==> src/rtl/bmi_calculator.sv <==
// ============================================================================
// Module   : bmi_calculator
// Purpose  : Multi-cycle BMI front end. It computes height^2 with a shift-add
//            multiplier, then weight*SCALE/height^2 with a restoring divider.
//            The result is held on an 8-bit saturated category output.
// Option   : BMI_ROUND_EN selects round-half-up instead of floor.
// Revision : 1.0 - initial release
// ============================================================================
`default_nettype none

module bmi_calculator #(
    parameter int SCALE = 10000,
    parameter int NUM_W = 22
) (
    input  logic       clk,
    input  logic       rst_n,
    input  logic       start_i,
    input  logic [7:0] weight_i,
    input  logic [7:0] height_i,
    output logic       busy_o,
    output logic       valid_o,
    output logic       err_o,
    output logic [7:0] category_o
);

    localparam int                 CNT_W    = $clog2(NUM_W);
    localparam logic [CNT_W-1:0]   SQ_LAST  = CNT_W'(7);
    localparam logic [CNT_W-1:0]   DIV_LAST = CNT_W'(NUM_W - 1);
    localparam logic [NUM_W-1:0]   SCALE_W  = NUM_W'(SCALE);

    typedef enum logic [1:0] {
        S_IDLE   = 2'd0,
        S_SQUARE = 2'd1,
        S_DIVIDE = 2'd2,
        S_DONE   = 2'd3
    } state_t;

    state_t           state_q;
    logic [7:0]       weight_q;
    logic [7:0]       height_q;
    logic [15:0]      prod_q;
    logic [16:0]      rem_q;
    logic [NUM_W-2:0] quo_q;
    logic [CNT_W-1:0] cnt_q;

    logic [8:0]       sq_top_d;
    logic [NUM_W-1:0] num_w;
    logic             num_bit;
    logic [17:0]      trial;
    logic [17:0]      diff;
    logic             ge;
    logic [16:0]      rem_d;
    logic [NUM_W-1:0] quo_d;
    logic [NUM_W-1:0] quo_fin;
    logic [7:0]       category_d;

    always_comb begin
        // Multiplier occupies prod_q[7:0] and is consumed LSB first while the
        // partial product grows in from the top.
        sq_top_d = {1'b0, prod_q[15:8]} + (prod_q[0] ? {1'b0, height_q} : 9'd0);

        num_w   = {{(NUM_W-8){1'b0}}, weight_q} * SCALE_W;
        num_bit = num_w[DIV_LAST - cnt_q];
        trial   = {rem_q, num_bit};
        diff    = trial - {2'b00, prod_q};
        // The trial value never exceeds 17 bits, so bit 17 is the borrow.
        ge      = ~diff[17];
        rem_d   = ge ? diff[16:0] : trial[16:0];
        quo_d   = {quo_q, ge};

`ifdef BMI_ROUND_EN
        quo_fin = quo_d + NUM_W'({rem_d, 1'b0} >= {2'b00, prod_q});
`else
        quo_fin = quo_d;
`endif
        category_d = (|quo_fin[NUM_W-1:8]) ? 8'hFF : quo_fin[7:0];
    end

    always_ff @(posedge clk or negedge rst_n) begin
        if (!rst_n) begin
            state_q    <= S_IDLE;
            weight_q   <= 8'd0;
            height_q   <= 8'd0;
            prod_q     <= 16'd0;
            rem_q      <= 17'd0;
            quo_q      <= '0;
            cnt_q      <= '0;
            busy_o     <= 1'b0;
            valid_o    <= 1'b0;
            err_o      <= 1'b0;
            category_o <= 8'd0;
        end else begin
            case (state_q)
                S_IDLE: begin
                    if (start_i) begin
                        weight_q <= weight_i;
                        height_q <= height_i;
                        busy_o   <= 1'b1;
                        cnt_q    <= '0;
                        if (height_i == 8'd0) begin
                            err_o      <= 1'b1;
                            category_o <= 8'hFF;
                            valid_o    <= 1'b1;
                            state_q    <= S_DONE;
                        end else begin
                            err_o   <= 1'b0;
                            prod_q  <= {8'd0, height_i};
                            rem_q   <= 17'd0;
                            quo_q   <= '0;
                            state_q <= S_SQUARE;
                        end
                    end
                end
                S_SQUARE: begin
                    prod_q <= {sq_top_d, prod_q[7:1]};
                    if (cnt_q == SQ_LAST) begin
                        cnt_q   <= '0;
                        state_q <= S_DIVIDE;
                    end else begin
                        cnt_q <= cnt_q + CNT_W'(1);
                    end
                end
                S_DIVIDE: begin
                    rem_q <= rem_d;
                    quo_q <= quo_d[NUM_W-2:0];
                    if (cnt_q == DIV_LAST) begin
                        cnt_q      <= '0;
                        category_o <= category_d;
                        valid_o    <= 1'b1;
                        state_q    <= S_DONE;
                    end else begin
                        cnt_q <= cnt_q + CNT_W'(1);
                    end
                end
                S_DONE: begin
                    valid_o <= 1'b0;
                    busy_o  <= 1'b0;
                    state_q <= S_IDLE;
                end
                default: state_q <= S_IDLE;
            endcase
        end
    end

endmodule

`default_nettype wire
==> config.mk <==
export PLATFORM = sky130hd
export DESIGN_NAME = bmi_calculator
export DESIGN_NICKNAME = d
export VERILOG_FILES = /design/src/rtl/bmi_calculator.sv
export SDC_FILE = /design/constraint.sdc
export NUM_CORES = 1
export LEC_CHECK = 0
export BUFFER_PORTS_ARGS = -buffer_cell sky130_fd_sc_hd__buf_2
export CAP_MARGIN = 5
export CORE_AREA = 10 10 118 120
export DETAILED_ROUTE_END_ITERATION = 8
export DIE_AREA = 0 0 128 130
export HOLD_SLACK_MARGIN = 0.03
export PLACE_DENSITY = 0.76
export SLEW_MARGIN = 20
export SYNTH_ARGS = -nofsm -noshare
export SYNTH_HDL_FRONTEND = slang
export SYNTH_SLANG_ARGS = --single-unit
==> constraint.sdc <==
create_clock -name clk -period 5.6 [get_ports clk]
set_clock_uncertainty 0.15 [all_clocks]
set_input_delay 1.4 -clock clk [delete_from_list [all_inputs] [get_ports clk]]
set_output_delay 1.4 -clock clk [all_outputs]
set_load 0.005 [all_outputs]
; After elaboration in Yosys (flattened, before gate mapping)
; Cells that the tools add are included.
[totals]
elab_cells = 78
regBits = 88
in_bits = 19
out_inout_bits = 11
[op_classes]
multipliers = 1
mux = 34
reduce_logical = 16
magnitude_cmp = 1
n_eq_ne = 10
add_sub_neg = 4
bitwise_logic = 1
[op_table]
columns = cell, n
row1 = 17-bit 2-to-1 mux, 3
row2 = 21-bit 2-to-1 mux, 2
row3 = 21-bit one-hot mux with 2 select lines, 1
row4 = 8-bit 2-to-1 mux, 5
row5 = 17-bit one-hot mux with 2 select lines, 1
row6 = 16-bit 2-to-1 mux, 2
row7 = 16-bit one-hot mux with 2 select lines, 1
row8 = "8-bit by 10-bit multiplier with 18-bit output, second input constant", 1
row9 = 18-bit by 16-bit subtractor with 18-bit output, 1
row10 = 8-bit one-hot mux with 2 select lines, 1
row11 = 5-bit 2-to-1 mux, 3
row12 = 5-bit one-hot mux with 3 select lines, 1
row13 = 14-bit OR reduction, 1
row14 = "2-bit inequality test, second input constant", 5
row15 = 8-bit by 8-bit adder with 9-bit output, 1
row16 = 3-bit AND reduction, 3
row17 = 8-bit zero test, 1
row18 = 2-bit 2-to-1 mux, 4
row19 = 2-bit one-hot mux with 4 select lines, 1
row20 = 4-bit AND reduction, 2
row21 = "5-bit by 6-bit less-than comparator with 1-bit output, second input constant", 1
row22 = 1-bit 2-to-1 mux, 6
row23 = 2-bit AND reduction, 3
row24 = 2-bit nonzero test, 3
row25 = 12 further kinds, 14

; Logic depth before layout (Yosys ltp)
; Gate-level depths: netlist of the first run.
[logic_depth]
word_depth = 8
depth_mapped = 23
ltp_nobuf = 23

; Least setup slack after synthesis of the first run
; Ideal clock, no wire load.
[synth_timing]
kind = reg2reg
start = register weight_q[5]
end = register rem_q[12]
arrival_ps = 5812
stages_incl_launch_ff = 24
required_ps = 5324
setup_time_ps = 126
n_path_buf = 0
period_less_slack_ps = 6088
setup_slack_ps = -488
path_cell_list = dfrtp_1 -> fa_1 -> fa_1 -> ha_1 -> inv_1 -> fa_1 -> inv_1 -> ha_1 -> inv_1 -> and3_1 -> mux2_1 -> o41ai_1 -> a31oi_1 -> a221oi_1 -> ha_1 -> fa_1 -> nor2b_1 -> o31ai_1 -> a21boi_1 -> a221o_1 -> a21o_1 -> a21oi_2 -> xnor2_1 -> a311o_1
[synth_via]
elab_chain_cells = 6
[synth_rtl]
columns = element, line
row1 = "start, declared", 39  ; logic [7:0] weight_q;
row2 = "start signal, assigned", 96  ; weight_q <= weight_i;
row3 = 8-bit by 10-bit multiplier with 18-bit output, 62  ; num_w = {{(NUM_W-8){1'b0}}, weight_q} * SCALE_W;
row4 = 1-bit binary-select mux with 5-bit select, 63  ; num_bit = num_w[DIV_LAST - cnt_q];
row5 = 1-bit 2-to-1 mux (implied by the code), 63
row6 = 18-bit by 16-bit subtractor with 18-bit output, 65  ; diff = trial - {2'b00, prod_q};
row7 = 17-bit 2-to-1 mux, 68  ; rem_d = ge ? diff[16:0] : trial[16:0];
row8 = 17-bit one-hot mux with 2 select lines, 93  ; case (state_q)
row9 = "end signal, assigned", 124  ; rem_q <= rem_d;
row10 = "end, declared", 42  ; logic [16:0] rem_q;
; Every way passes these cells. The select of a mux whose other input is x is not followed.
; A chain may end at the register's enable or synchronous reset.

; Worst setup path after layout of the first run
[layout_timing]
start = register weight_q[7]
end = register rem_q[12]
; Same word-level chain as after synthesis.

==> flow_summary.json, run 1 <==
{
  "clockRootBuffer": "clkbuf_16",
  "ios": 30,
  "slew_headroom": 0.423,
  "fin_ws_ns": -0.537,
  "timing.fmax_ghz": 0.163,
  "max_stage_delay_ns": 0.56,
  "cap_violations": 0,
  "grt_max_degree": 49,
  "worstHoldPathType": "reg -> reg",
  "drt-pass1-iter-count": 5,
  "synthDistinctLibCells": 67,
  "final_hold_viol_count": 0,
  "cp_top_family": "compound AO/OA/AOI/OAI gates",
  "instances_no_fill": 899,
  "path_buf_inv": 2,
  "worst_slew_pin_slew_ns": 0.866,
  "crit_chain": "fa_1, fa_1, ha_1, inv_2, fa_2, inv_2, ha_4, a2111oi_4, o21ai_2, a41oi_2, xor2_1, o211ai_1, a221oi_2, ha_2, fa_2, nor2b_2, o31ai_2, a21boi_2, a221o_1, a21o_1, a21oi_2, xnor2_1, a311o_1",
  "port_buffers": 29,
  "place_ws_ns": -0.527,
  "antenna_left": 0,
  "critPathArrivalTime_ns": 6.21,
  "cts_buffers": 9,
  "initial_core_util": 0.550,
  "die_w_um": 128,
  "syn_area_mm2": 0.00644,
  "critPathKind": "reg -> reg",
  "cp_slowest_cell": "fa_1",
  "cp-start-kind": "register",
  "grt_pass1_vias": 5286,
  "synthArstFlopShare": 1.00,
  "finalSetupTns_ns": -8.50,
  "clk_latency_ns": 0.35,
  "gr-total-overflow": 0,
  "dieHeight_um": 130,
  "cts_tree": "yes",
  "drt-total-wl_um": 14600,
  "antenna_cells": 0,
  "drive_gt1_frac": 0.197,
  "die-area_mm2": 0.0166,
  "cts.sinks": 88,
  "fin_crit_sh": 1.10,
  "dp.cells": 875,
  "final_area_mm2": 0.00754,
  "clk_pin_slew_ns": 0.06,
  "ys_seq_area_frac": 0.342,
  "antenna_found_initial": 0,
  "synth-edff-count": 0,
  "wl_per_cell_um": 16.2,
  "drc": 0,
  "setup_viol": 19,
  "endpoint_kind": "register",
  "rsz0062_at_grt": "yes",
  "mostFrequentLayoutCell": "nand2_1",
  "clockBufferDepth": 2,
  "yosys_warnings": 0,
  "syn_nets": 792,
  "nets": 853,
  "cp_max_fo": 4,
  "final_cell_mix": "nand2_1 (101), dfrtp_1 (87), ha_1 (68)",
  "crit_required_ns": 5.68,
  "synth_seq_cells": 88,
  "dp_hpwl_um": 11100,
  "period_needed_ns": 6.14,
  "core_area_mm2": 0.0117,
  "ys.flop_type": "dfrtp_1",
  "routed_via_density": 5.83,
  "num_rows": 40,
  "violations": "setup timing",
  "status": "complete, but fails checks",
  "vias": 5237,
  "cts_max_level": 3,
  "syn_inst": 687,
  "drv_slew": 0,
  "drtIter0Drc": 245,
  "syn_to_final_growth_pct": 17.2,
  "grt_util_all_layers": 0.184,
  "avgSynthCellArea_um2": 9.37,
  "place_area_mm2": 0.00709,
  "grt_pass1_wl_um": 25200,
  "globalplace.congestion": 0.853
}
-- cells in the mapped netlist (13+ instances only) --
cell,number,area [µm²]
nand2_1,101,379
dfrtp_1,88,2200
ha_1,72,901
inv_1,50,188
o21ai_0,46,230
a21oi_1,27,135
nor2_1,26,97.6
mux2i_1,23,230
clkbuf_1,20,75.1
mux2_2,17,191
o21ai_1,16,80.1
fa_1,14,280
nand3_1,14,70.1
xnor2_1,14,123
and2_1,13,81.3
-- worst paths after layout --
kind | start | end | slack (ns) | cells past startpoint
setup reg to reg | weight_q[7] | rem_q[12] | -0.54 | 23
max in group asynchronous | rst_n | weight_q[2] | 3.38 | 2
min in group asynchronous | rst_n | category_o[4] | 0.92 | 1
setup / recovery | weight_q[7] | rem_q[12] | -0.54 | 23
hold reg to reg | height_q[4] | height_q[4] | 0.35 | 1
hold / removal | height_q[4] | height_q[4] | 0.35 | 1
-- routing by layer --
layer | track usage | routed length (µm) | up-vias
met3 | 0.0296 | 384 | 29
met2 | 0.319 | 7380 | 70
met5 | 0 | 0 | -
li1 | - | - | 2554
met4 | 0.0728 | 361 | 0
met1 | 0.226 | 6480 | 2584
-- registers in the layout, summed over array words and instances, names as in the netlist --
signal,flops
weight_q,8
busy_o,1
err_o,1
valid_o,1
cnt_q,5
prod_q,16
category_o,8
height_q,8
quo_q,21
rem_q,17
state_q,2
-- stage by stage --
step                utilization  hold slack [ns]
floorplan                     -            0.301
global placement          0.605            0.317
detailed placement        0.605            0.336
CTS                       0.642            0.350
global route              0.644            0.358
finish                    0.644            0.348
-- final cells by class --
| type | instances | area [µm²] |
|---|---|---|
| clock buffers | 9 | 225 |
| clock inverters | 6 | 133 |
| fillers | 941 | 4170 |
| inverters | 50 | 188 |
| multi-input cells | 525 | 4110 |
| flip-flops and latches | 88 | 2200 |
| well taps | 147 | 184 |
| repair buffers | 74 | 498 |
-- repair_timing --
action / 4_1_cts / 5_1_grt
hold buffers: 0 / 0
pin swaps: 6 / 1
setup endpoints to repair: 19 / 19
buffers inserted: 7 / 2
gates resized for setup: 5 / 3
-- kinds of logic after synthesis --
| kind of cell | after synthesis | synth area share |
|---|---|---|
| compound gates | 168 | 0.174 |
| simple gates | 206 | 0.151 |
| mux | 43 | 0.0743 |
| flops | 88 | 0.342 |
| xor+xnor | 22 | 0.0299 |
| fa+ha+maj | 86 | 0.184 |
| buf+inv | 74 | 0.0453 |
Power of run 1 is left out: the tool's default activity adds up to more than one toggle a clock period on the data nets, which glitch-free logic cannot reach.
==> run 2, diff against run 1 <==
--- a/config.mk
+++ b/config.mk
@@ -12,6 +12,7 @@
 export DIE_AREA = 0 0 128 130
 export HOLD_SLACK_MARGIN = 0.03
 export PLACE_DENSITY = 0.76
+export RECOVER_POWER = 100
 export SLEW_MARGIN = 20
 export SYNTH_ARGS = -nofsm -noshare
 export SYNTH_HDL_FRONTEND = slang
==> run 2 against run 1 <==
  * Final cell count did not move
  * Sequential cell count unchanged
  * Via count barely moved
  * Critical endpoint unchanged
  * The flow finishes with violations (capacitance limit, slew limit, setup timing)
  * Worst hold slack about the same
  * First-iteration DRC count rose by 19%
  * Highest routed layer unchanged
  * Maximum frequency about the same
  * Clock-buffer cell count unchanged
  * Critical path depth did not move
  * Sequential share of layout area grew 0.15 points
  * Setup slack worse by 0.0031 ns
  * Non-clock buffer count did not move
==> flow_summary.json, run 2 (synthesis gave the netlist of run 1 again) <==
{
  "vias": 5241,
  "cap_violations": 1,
  "syn_to_final_growth_pct": 16.6,
  "grt_pass1_vias": 5286,
  "core_area_mm2": 0.0117,
  "antenna_found_initial": 0,
  "reg.largest.list": "quo_q (21), rem_q (17), prod_q (16)",
  "critPathArrivalTime_ns": 6.22,
  "port_buffers": 29,
  "final_cell_mix": "nand2_1 (101), dfrtp_1 (87), ha_1 (68)",
  "antenna_left": 0,
  "worst_slew_pin_slew_ns": 2.62,
  "antenna_cells": 0,
  "die_w_um": 128,
  "die-area_mm2": 0.0166,
  "drv_slew": 49,
  "largest_reg_flops": 21,
  "gr-total-overflow": 0,
  "routed_via_density": 5.83,
  "critPathKind": "reg -> reg",
  "dp_hpwl_um": 11100,
  "violations": "capacitance limit, slew limit, setup timing",
  "dp.cells": 875,
  "grt_max_degree": 49,
  "status": "complete, but fails checks",
  "clk_latency_ns": 0.35,
  "cp_max_fo": 4,
  "mostFrequentLayoutCell": "nand2_1",
  "fin_crit_sh": 1.10,
  "setup_viol": 19,
  "fin_ws_ns": -0.540,
  "worstHoldPathType": "reg -> reg",
  "dieHeight_um": 130,
  "endpoint_kind": "register",
  "cts_tree": "yes",
  "clockBufferDepth": 2,
  "rsz0062_at_grt": "yes",
  "cts_buffers": 9,
  "wl_per_cell_um": 16.3,
  "drtIter0Drc": 292,
  "instances_no_fill": 899,
  "grt_util_all_layers": 0.184,
  "timing.fmax_ghz": 0.163,
  "grt_pass1_wl_um": 25200,
  "final_hold_viol_count": 0,
  "num_rows": 40,
  "period_needed_ns": 6.14,
  "clk_pin_slew_ns": 0.06,
  "nets": 853,
  "slew_headroom": -0.745,
  "drc": 0,
  "drt-total-wl_um": 14700,
  "cts.sinks": 88,
  "drive_gt1_frac": 0.173,
  "cp-start-kind": "register",
  "crit_required_ns": 5.68,
  "cts_max_level": 3,
  "globalplace.congestion": 0.853,
  "clockRootBuffer": "clkbuf_16",
  "max_flop_register": "quo_q",
  "drt-pass1-iter-count": 5,
  "ios": 30,
  "initial_core_util": 0.550
}
## run 2: changes by cell type in the layout (fill, tap and decap cells not counted)
cell,before,now
a21oi_1,24,26
a21oi_2,6,4
and2_0,1,3
and2_1,13,11
buf_2,28,15
buf_4,45,41
clkbuf_1,0,16
clkbuf_2,0,1
o21ai_0,46,48
o21ai_1,15,13
## run 2: repair_timing
action,in CTS,in global routing
pin swaps,6,1
endpoints found under the setup margin,19,19
setup buffers,7,2
hold buffers,0,0
gates cloned,0,0
resized for setup,5,3
## run 2: worst max-delay path: stages (launching register included)
cell and delay, ns:
dfrtp_1 0.40, fa_1 0.56, fa_1 0.42, ha_1 0.30, inv_2 0.04, fa_2 0.52
inv_2 0.04, ha_4 0.17, a2111oi_4 0.35, o21ai_2 0.16, a41oi_2 0.19, xor2_1 0.15
o211ai_1 0.12, a221oi_2 0.37, ha_2 0.28, fa_2 0.23, nor2b_2 0.05, o31ai_2 0.29
a21boi_2 0.13, a221o_1 0.33, a21o_1 0.19, a21oi_2 0.13, xnor2_1 0.07, a311o_1 0.35
## run 2: cell type report
cell class / instances / area, µm²
clock inverter: 6 / 133
inverter: 50 / 188
timing repair buffer: 74 / 468
multi-input combinational: 525 / 4100
fill: 952 / 4210
tap: 147 / 184
sequential: 88 / 2200
clock buffer: 9 / 225
## run 2: final timing paths
path / slack, ns / endpoint / cells past startpoint / start
setup / recovery: -0.54 / rem_q[12] / 23 / weight_q[7]
hold / removal: 0.35 / height_q[4] / 1 / height_q[4]
setup reg to reg: -0.54 / rem_q[12] / 23 / weight_q[7]
hold reg to reg: 0.35 / height_q[4] / 1 / height_q[4]
max in group asynchronous: 1.38 / weight_q[2] / 2 / rst_n
min in group asynchronous: 1.72 / category_o[4] / 1 / rst_n
## run 2: layer usage
metal	part of all wire	routed length, µm	vias up	global-route usage
met2	0.50	7340	83	0.319
met1	0.45	6580	2575	0.226
met4	0.026	380	0	0.0728
li1	-	-	2550	-
met3	0.024	358	33	0.0296
met5	0	0	-	0
## run 2: through the flow
stage | setup TNS (ns) | hold slack, ns | util | cell area [µm²] | worst slack (ns)
floorplan | -2.65 | 0.301 | - | 6560 | -0.216
global placement | -5.73 | 0.317 | 0.605 | 7090 | -0.375
detailed placement | -8.30 | 0.336 | 0.605 | 7090 | -0.527
CTS | -7.44 | 0.350 | 0.642 | 7520 | -0.472
global route | -13.95 | 0.358 | 0.641 | 7500 | -0.827
finish | -8.46 | 0.348 | 0.641 | 7500 | -0.540
Power of run 2 is left out for the same reason.
